<file path="src/rtl/fetch_stage.sv">
// Instruction fetch stage: owns the PC, talks to instruction memory
// over req/gnt/rvalid, buffers words in a 2-entry queue, drives IF/ID.
module fetch_stage #(
    parameter logic [31:0] BOOT_ADDR = 32'h0000_0000
) (
    input  logic        clock,
    input  logic        reset,
    input  logic        stall_ip,
    input  logic        flush_ip,
    input  logic [31:0] next_pc_addr_ip,
    input  logic        next_pc_addr_valid_ip,
    output logic        instr_req_op,
    output logic [31:0] instr_addr_op,
    input  logic        instr_gnt_ip,
    input  logic        instr_rvalid_ip,
    input  logic [31:0] instr_rdata_ip,
    output logic [31:0] if_instr_op,
    output logic [31:0] if_pc_addr_op,
    output logic        if_valid_op
);

    typedef enum logic [1:0] {
        S_IDLE,
        S_REQ,
        S_WAIT
    } state_t;

    typedef struct packed {
        logic [31:0] pc;
        logic [31:0] instr;
    } fq_entry_t;

    state_t      state;
    logic [31:0] pc;
    logic [31:0] req_pc;
    logic [31:0] pend_pc;
    logic        pend_v;
    logic        kill;

    fq_entry_t   fq [2];
    fq_entry_t   head;
    logic        wr_ptr;
    logic        rd_ptr;
    logic [1:0]  fq_cnt;
    logic [1:0]  cnt_nxt;

    logic        redirect;
    logic [31:0] tgt;
    logic        rsp;
    logic        push;
    logic        pop;
    logic        space;
    logic        unused_lsb;

    assign redirect   = flush_ip & next_pc_addr_valid_ip;
    assign tgt        = {next_pc_addr_ip[31:2], 2'b00};
    assign unused_lsb = ^next_pc_addr_ip[1:0];

    // a response only counts while a request is outstanding
    assign rsp  = (state == S_WAIT) & instr_rvalid_ip;
    assign push = rsp & ~kill & ~redirect;
    assign pop  = ~redirect & ~stall_ip & (fq_cnt != 2'd0);
    assign head = fq[rd_ptr];

    // occupancy after this edge; a new request needs room for its word
    always_comb begin
        cnt_nxt = fq_cnt + {1'b0, push} - {1'b0, pop};
        if (redirect) cnt_nxt = 2'd0;
    end
    assign space = (cnt_nxt < 2'd2);

    // the address port is the PC itself; it only moves on grant
    assign instr_addr_op = pc;

    // request FSM, PC update, pending redirect target and kill flag
    always_ff @(posedge clock or negedge reset) begin
        if (!reset) begin
            state        <= S_IDLE;
            instr_req_op <= 1'b0;
            pc           <= BOOT_ADDR;
            req_pc       <= BOOT_ADDR;
            pend_pc      <= 32'd0;
            pend_v       <= 1'b0;
            kill         <= 1'b0;
        end else begin
            unique case (state)
                S_IDLE: begin
                    if (redirect) pc <= tgt;
                    if (space) begin
                        state        <= S_REQ;
                        instr_req_op <= 1'b1;
                    end
                end
                S_REQ: begin
                    if (redirect) kill <= 1'b1;
                    if (instr_gnt_ip) begin
                        state        <= S_WAIT;
                        instr_req_op <= 1'b0;
                        req_pc       <= pc;
                        pend_v       <= 1'b0;
                        if (redirect)    pc <= tgt;
                        else if (pend_v) pc <= pend_pc;
                        else             pc <= pc + 32'd4;
                    end else if (redirect) begin
                        pend_pc <= tgt;
                        pend_v  <= 1'b1;
                    end
                end
                S_WAIT: begin
                    if (redirect) pc <= tgt;
                    if (instr_rvalid_ip) begin
                        kill <= 1'b0;
                        if (space) begin
                            state        <= S_REQ;
                            instr_req_op <= 1'b1;
                        end else begin
                            state <= S_IDLE;
                        end
                    end else if (redirect) begin
                        kill <= 1'b1;
                    end
                end
                default: state <= S_IDLE;
            endcase
        end
    end

    // 2-entry fetch queue, emptied by a redirect
    always_ff @(posedge clock or negedge reset) begin
        if (!reset) begin
            fq[0]  <= '0;
            fq[1]  <= '0;
            wr_ptr <= 1'b0;
            rd_ptr <= 1'b0;
            fq_cnt <= 2'd0;
        end else if (redirect) begin
            wr_ptr <= 1'b0;
            rd_ptr <= 1'b0;
            fq_cnt <= 2'd0;
        end else begin
            if (push) begin
                fq[wr_ptr] <= '{pc: req_pc, instr: instr_rdata_ip};
                wr_ptr     <= ~wr_ptr;
            end
            if (pop) rd_ptr <= ~rd_ptr;
            fq_cnt <= cnt_nxt;
        end
    end

    // IF/ID register: redirect beats stall, stall beats pop
    always_ff @(posedge clock or negedge reset) begin
        if (!reset) begin
            if_instr_op   <= 32'd0;
            if_pc_addr_op <= 32'd0;
            if_valid_op   <= 1'b0;
        end else if (redirect) begin
            if_valid_op <= 1'b0;
        end else if (stall_ip) begin
            if_valid_op <= if_valid_op;
        end else if (fq_cnt != 2'd0) begin
            if_instr_op   <= head.instr;
            if_pc_addr_op <= head.pc;
            if_valid_op   <= 1'b1;
        end else begin
            if_valid_op <= 1'b0;
        end
    end

endmodule

</file>
<file path="config.mk">
export PLATFORM = sky130hd
export DESIGN_NAME = fetch_stage
export DESIGN_NICKNAME = d
export VERILOG_FILES = /design/src/rtl/fetch_stage.sv
export SDC_FILE = /design/constraint.sdc
export NUM_CORES = 1
export LEC_CHECK = 0
export BUFFER_PORTS_ARGS = -buffer_cell sky130_fd_sc_hd__buf_2
export CAP_MARGIN = 20
export CELL_PAD_IN_SITES_DETAIL_PLACEMENT = 1
export CELL_PAD_IN_SITES_GLOBAL_PLACEMENT = 1
export CORE_MARGIN = 2
export CORE_UTILIZATION = 47
export DETAILED_ROUTE_END_ITERATION = 12
export PLACE_DENSITY = 0.89
export SLEW_MARGIN = 10
export SYNTH_ARGS = -nofsm -noshare
export SYNTH_HDL_FRONTEND = slang
export SYNTH_SLANG_ARGS = --single-unit
</file>
<file path="constraint.sdc">
create_clock -name clock -period 3.3 [get_ports clock]
set_clock_uncertainty 0.1 [all_clocks]
set_input_delay 0.33 -clock clock [delete_from_list [all_inputs] [get_ports clock]]
set_output_delay 0.33 -clock clock [all_outputs]
set_load 0.02 [all_outputs]
</file>
==> results, run 1 <==
- The run finished with clean final reports.
- Dividing the detail-routed wire length by the instance count gives 22.6 um.
- The average instance in the mapped netlist occupies 12.4 sq um.
- The multi-input combinational cells in the finished layout cover a total of 5060 sq um.
- The synthesized netlist occupies a cell area of 12,500 sq um.
- The worst endpoint required time is 3.65 ns.
- The number of antenna violations at the first check in global routing is 0.
- Summing all flip-flop and latch instances after layout gives 7160 sq um.
- STA classifies the critical path endpoint as a flip-flop.
- The first detailed-routing pass ran for 5 iterations.
- The number of pins exceeding their max-slew limit in the final report is 0.
- In the final design database the tool counted 1,305 nets.
- The number of antenna diodes in the final layout is 0.
- The top cell type by total area after synthesis is dfrtp_1.
- The cell depth of the worst hold path is 3.
- The synthesized design contains 286 register bits.
- For the final routed database, the setup TNS stands at 0 ns.
- In this run, synthesis inferred 0 flip-flops with an integrated enable.
- Across the run, the number of max-cap violations was 0.
- The worst max-slew margin expressed relative to the limit is 41.8%.
- The fmax is 0.321 GHz.
- The flop-to-flop setup slack is 0.19 ns.
- The via-per-instance ratio is 5.73.
- The standby leakage power is 7.24 nW.
- Of the post-synthesis cell area, the dominant cell type holds 57.3%.
- Setup repair after global routing left no endpoint under its margin.
- The number of global-route vias before repair is 10,300.
- Row generation in the floorplan step produced 59 rows.
- Port buffering added 162 buffers.
- The congestion estimate from routability-driven global placement came to 0.816.
- The die covers 27,900 sq um.
- The minimum setup slack in the final design is 0.188 ns.
- The path class of the lowest-slack min-delay path is input port to flip-flop.
- The clock reaches the later pin of the worst-skew pair after 0.56 ns.
- The vertical die dimension is 167 um.
- The reg-to-reg endpoint is state[1].
- The detail route stage leaves a number of antenna-violating nets equal to 0.
- In this design, the critical path's most frequently occurring cell is ha_1.
- Walking the worst path, the cells encountered are inv_1, ha_1, nand2_1, nor2_1, nand2_1, ha_1, inv_1, ha_1, xnor3_1, nor2_1, a21o_1, mux2_2.
- The fraction of registers with async set/reset is 100%.
- The Yosys step of the flow raised 0 warnings.
- The clock buffer count from CTS is 31.
- The aggregate global-route resource usage is 25.8%.
- The synthesized netlist contains 53 unique library cells.
- Summed over all nets, the half-perimeter wirelength after detailed placement is 21.4 mm.
- For this design, the slowest cell found on the critical path is dfrtp_1.
- The detailed-route via count is 9,093.
- The post-placement worst setup slack is 0.270 ns.
- Setup violations remaining at the end of the flow were counted as 0.
- For this run, design rule violations remaining after detail routing come to 0.
- TritonCTS built the clock tree.
- The horizontal die dimension is 167 um.
- By area the synthesized netlist is led by dfrtp_1 (57%), mux2_2 (16%), mux2i_1 (5.0%).
- For this design, the sink count on the clock tree is 286.
- CTS placed an instance of clkbuf_16 at the clock tree root.
- The clock passes through at most 3 buffers.
- The starting density of the core is 47.9%.
- The layout overhead on the synthesized area is 23.9%.
- The power density over the cells is 1010 nW/um^2.
- The sum of routed wire length over all layers is 35.9 mm.
- The number of filler cells placed in the layout is 2,615.
- Entering global routing, the biggest net connects 84 pins.
- The first global-routing pass estimated 57.6 mm of wire.
- In this run the critical register-to-register path is launched from state[0].
- The count of mapped cells out of synthesis is 1,005.
- The critical-path maximum fanout is 8.
- The worst path uses 94.3% of the clock period.
- After clock tree synthesis, the clock-pin slew on the worst setup and hold paths is 0.06 ns.
- IR analysis of the VDD net gives a maximum drop of 0.000616 V.
- In the synthesized netlist the dominant register cell turns out to be dfrtp_1.
- The worst path needs 3.11 ns of the cycle, external delays included.
- The H-tree level count is 1.
- 169 I/O pins were placed.
- The total congestion overflow after global routing is 0.
- The slew at the pin closest to its max-slew limit is 0.874 ns.
- For the worst setup path, the data arrival time is 3.46 ns.
- The end point of the worst hold path is fq_cnt[0].
- The worst hold path begins at next_pc_addr_valid_ip.
- Of the cells placed in the final design, the portion with a size suffix greater than 1 is 35.3%.
- The critical path class is flip-flop to flip-flop.
- The largest incremental delay on the critical path is 0.49 ns.
- The critical path launch point type is a flip-flop.
- After floorplanning, the core was sized to cover 26,100 sq um.
- The total of cells resized after clock tree synthesis is 0.
- Sequential elements use 57.3% of the synthesized area.
- The worst register-to-register path has a depth of 12.
- The final-report hold violation count is 0.
- The first routing iteration left 478 violations.
-- metrics by stage --
step	instance area (sq um)	total power [mW]	std cells	utilization, %	hold slack (ns)
6_report	15500	15.7	1587	59.4	0.170
5_1_grt	15500	16.5	1587	59.4	0.151
4_1_cts	15500	15.7	1587	59.4	0.140
3_5_place_dp	13700	11.7	1463	52.6	0.271
3_3_place_gp	13700	11.2	1463	52.6	0.259
2_1_floorplan	12500	9.68	1008	-	-0.0656
-- synth_stat cells (all sizes together) (3+ instances only) --
library cell	instances
o211ai	3
or3	6
and4	4
a21oi	82
nand3	16
xnor2	14
buf	29
ha	7
mux2	182
nor3	19
nor2	84
nand4	10
o21ai	31
inv	8
xor2	11
nor4	5
a31oi	7
a221oi	10
a221o	5
clkbuf	36
nand2	47
and2	3
and3	19
mux2i	63
dfrtp	286
-- registers in the layout, summed over array words and instances, names as in the netlist --
register,cells
instr_addr_op,30
if_valid_op,1
pend_pc,30
pend_v,1
fq_cnt,2
kill,1
req_pc,30
wr_ptr,1
state,2
fq,124
if_instr_op,32
if_pc_addr_op,30
instr_req_op,1
rd_ptr,1
-- per-layer routing --
metal	routed length, um	track usage, %	vias to the layer above
li1	-	-	4028
met1	14800	32.9	4708
met2	18800	47.2	296
met3	1670	3.16	61
met4	625	5.43	0
met5	0	0	-
-- repair_timing --
| item | in CTS | in global routing |
|---|---|---|
| hold buffers | 66 | 0 |
| setup buffers | 0 | 0 |
| endpoints found under the hold margin | 184 | 0 |
-- cell families (layout without fill, tap and decap cells) --
logic type | after synthesis | count (layout) | share of synthesized area, %
buffers and inverters | 73 | 317 | 2.60
other | 1 | 4 | 0.0300
DFF | 286 | 286 | 57.3
muxes | 245 | 245 | 21.5
adders and majority gates | 7 | 7 | 0.701
AOI/OAI and AO/OA | 148 | 148 | 6.97
xor gates and xnor gates | 26 | 26 | 1.93
and+or+nand+nor | 219 | 219 | 9.01
-- worst max-delay path, delay by kind of cell (launching register included) --
kind,cells,cell delay [ns]
buf+inv,2,0.21
xor+xnor,1,0.26
fa+ha+maj,3,0.78
mux,1,0.33
simple gates,4,0.63
compound gates,1,0.20
flops,1,0.49
-- where the power goes --
part	total [mW]	switching, mW	internal (mW)
clock network	3.72	1.45	2.27
registers	6.49	1.43	5.06
logic	5.47	3.12	2.35
total	15.7	6.00	9.68
-- worst max path at each step --
stage / start / to / cells after the start
6_report: state[0] / state[1] / 12
3_5_place_dp: state[0] / state[1] / 12
4_1_cts: state[0] / state[1] / 12
3_3_place_gp: state[0] / state[1] / 12
2_1_floorplan: flush_ip / state[1] / 11
5_1_grt: state[0] / state[1] / 12
-- cell type report --
type / count / area share, %
Clock buffer: 49 / 6.35
Clock inverter: 9 / 0.824
Inverter: 8 / 0.194
Multi-Input combinational cell: 649 / 32.7
Sequential cell: 286 / 46.3
Tap cell: 335 / 2.71
Timing Repair Buffer: 251 / 11.0
-- cells in the final DEF (no fill, tap or decap), types with 4 or more instances in the layout --
cell           Yosys  final
buf_2             17    161
ha_1               7      7
inv_1              8      8
nand2_1           47     47
buf_12             0      4
nor2_1            83     82
a221o_1            5      5
a21oi_1           82     82
dfrtp_1          286    285
buf_4              6     19
a221oi_1           9      9
nand4_1            6      6
and3_1            19     19
clkbuf_8           0     14
mux2i_1           63     63
nand3_1           16     15
o21ai_1            6      6
or3_1              6      6
xnor2_1           14     14
mux2_2           182    182
nor3_1            14     14
clkinv_2           0      4
dlygate4sd3_1      0     66
o21ai_0           25     25
a31oi_1            7      7
xor2_1            11     11
clkbuf_16          0     31
clkbuf_1          36      4
and4_1             4      4
conb_1             1      4
nor3_2             4      4
(Power assumes the default switching activity.)
==> run 2, diff against run 1 <==
==> constraint.sdc (replaced) <==
create_clock -name clock -period 3.3 [get_ports clock]
set_clock_uncertainty 0.1 [all_clocks]
set_input_delay 0.495 -clock clock [delete_from_list [all_inputs] [get_ports clock]]
set_output_delay 0.495 -clock clock [all_outputs]
set_load 0.02 [all_outputs]
==> run 2 against run 1 <==
  * Critical path depth is the same
  * Fmax shrank 0.95%
  * Critical path type unchanged
  * Largest cell class unchanged
  * Critical endpoint unchanged
  * Highest routed layer unchanged
  * Clock-buffer cell count decreased by 7
  * First-iteration DRC count is 14% higher
==> results, run 2 (synthesized netlist as in run 1, its figures left out) <==
- The flow ran to the end, and the final reports show no timing, DRC or antenna violations.
- The initial utilization of the core area, before any placement, comes to 47.9%.
- At the later pin of the worst-skew pair, clock insertion delay measures 0.55 ns.
- Measured along the x axis, the die boundary spans 167 um.
- The routed wire length per instance is 21.7 um.
- The final net count is 1,243.
- Leaving out fill and tap cells, the most frequent cells in the layout are dfrtp_1 (285), mux2_2 (182), buf_2 (161).
- The family with the most delay on the worst path is adder cells.
- The layout overhead on the synthesized area is 17.9%.
- In the final timing run, aggregate negative setup slack is 0 ns.
- Traced cell by cell, the critical path runs through inv_1, ha_1, nand2_1, nor2_1, nand2_1, ha_1, inv_1, ha_1, xnor3_1, nor2_1, a21o_1, mux2_2.
- The H-tree level count is 1.
- The final-report hold violation count was 0.
- In this run the worst path has a maximum fanout of 8.
- Summing internal, switching and leakage power gives 15.1 mW.
- The CTS tree is done.
- After detailed placement, the total cell area comes to 13,700 sq um.
- The largest registers in the layout are fq x124, if_instr_op x32.
- The worst setup path is of the flip-flop to flip-flop kind.
- For this block, the routed nets add up to 33.2 mm of wire.
- In this run the static leakage power is 6.90 nW.
- The detailed-route via count is 8,718.
- Setup repair after global routing left no endpoint under its margin.
- Post-CTS repair changed the size of 0 cells.
- Entering global routing, the biggest net connects 86 pins.
- The remaining antenna violation count after routing is 0.
- Dividing the final minimum period by the clock period gives 95.2%.
- Leaving out filler cells and counting taps, the final layout contains 1,526.
- The count of placed standard cells including taps is 1,466.
- The longest clock path from root to sink contains 3 buffers.
- STA classifies the critical path endpoint as a flip-flop.
- The area of all placed cells without fillers is 14,700 sq um.
- The vertical die dimension is 167 um.
- For this run, the slowest stage of the critical path takes 0.51 ns.
- The number of port buffers is 162.
- Clock tree synthesis found a total of 286 sinks.
- The critical path launch point type is a flip-flop.
- The die covers 27,900 sq um.
- Clock-pin slew was measured on the worst setup and hold paths at 0.06 ns.
- For the pin with the worst max-slew slack, the measured transition is 0.913 ns.
- Leaving out fill and tap cells, the most frequent cell in the layout is dfrtp_1.
- The number of violations reported at the end of detailed-routing iteration 0 is 547.
- The number of pins exceeding their max-slew limit in the final report came to 0.
- The placement row count is 59.
- For this run, the detailed router's first-pass iteration total came to 5.
- The cell at the slowest stage of the critical path is dfrtp_1.
- The register with the highest flop count is fq.
- The tool flagged a number of max-cap violations equal to 0.
- In this run the power density over the cells is 1030 nW/um^2.
- The via-per-instance ratio is 5.71.
- The share of final-layout standard cells stronger than drive strength 1 is 37.0%.
- The number of global-route vias before repair came to 9,698.
- The flip-flop count of the largest register, all copies and words added is 124.
- Setup violations remaining at the end of the flow were counted as 0.
- VDD sags by at most 0.000577 V.
- The clock buffer count from CTS is 31.
- The master cell of the clock root buffer is clkbuf_16.
- The number of buffers and inverters on the critical path is 2.
- The path class of the lowest-slack min-delay path is input port to flip-flop.
- Global routing finished with a remaining overflow of 0.
- Counting the fill cells in the layout gives 2,698.
- 169 I/O pins were placed.
- The number of antenna violations at the first check in global routing is 2.
- The final critical-path required period is 3.14 ns.
- For the worst setup path, the data required time is 3.64 ns.
- At the end of routability-driven placement, the weighted congestion stood at 0.814.
- Data arrives at the worst endpoint at 3.48 ns.
- Across every metal layer, demand over resource in global routing totals 24.0%.
- The total setup buffers inserted after CTS is 0.
- The worst pin sits at a relative slew slack of 39.1%.
- The remaining design rule violation count is 0.
- The most frequent cell on the critical path is ha_1.
- The wire length of the first global-routing pass is 53.8 mm.
- The HPWL after detailed placement is 21.5 mm.
- The fmax is 0.318 GHz.
- The core area is 26,100 sq um.
## run 2: cell types whose count changed in the layout (fill, tap and decap cells not counted), moves of 2 or more
cell           before  now
dlygate4sd3_1      66    1
clkbuf_8           14    3
clkbuf_1            4    8
clkinv_4            0    4
clkinv_2            4    7
clkinvlp_4          0    3
buf_4              19   21
bufinv_16           3    1
diode_2             0    2
inv_6               2    0
## run 2: path summary, 6_finish.rpt
check                                     from           to  slack (ns)  depth (start not counted)
setup / recovery                      state[0]     state[1]        0.16                         12
hold / removal             next_pc_addr_ip[12]  pend_pc[12]        0.08                          2
setup reg to reg                      state[0]     state[1]        0.16                         12
hold reg to reg                         fq[63]       fq[63]        0.40                          1
max in group asynchronous                reset       rd_ptr        1.77                          3
min in group asynchronous                reset  pend_pc[28]        0.42                          2
## run 2: where the power goes
part           internal (mW)  switching, mW
Combinational           2.32           3.02
Sequential              5.06           1.41
Clock                   1.88           1.42
## run 2: metal layers
layer	share of wire, %	wire, um	track usage, %	vias up
met4	2.7	886	7.38	0
met3	4.7	1550	3.85	70
met1	42	14000	31.1	4499
li1	-	-	-	3893
met2	50	16700	41.6	256
met5	0	0	0	-
## run 2: final cells by class
type	count	area, sq um	share of cell area (%)
Clock inverter	15	123	0.832
Antenna cell	2	5.00	0.0340
Clock buffer	42	847	5.75
Timing Repair Buffer	189	1090	7.39
Tap cell	335	419	2.85
Multi-Input combinational cell	649	5060	34.3
Inverter	8	30.0	0.204
Sequential cell	286	7160	48.6
## run 2: repair_timing
action | in CTS | in global routing
hold buffers | 1 | 0
endpoints found under the setup margin | 0 | 0
endpoints found under the hold margin | 78 | 0
## run 2: metrics by stage
step                      util (%)  hold WS [ns]  worst slack [ns]
final                         56.5        0.0797             0.159
after CTS                     56.5        0.0662             0.174
after floorplan                  -        0.0994             0.415
after detailed placement      52.7         0.394             0.222
after global placement        52.7         0.380             0.512
after global routing          56.5        0.0760            0.0422
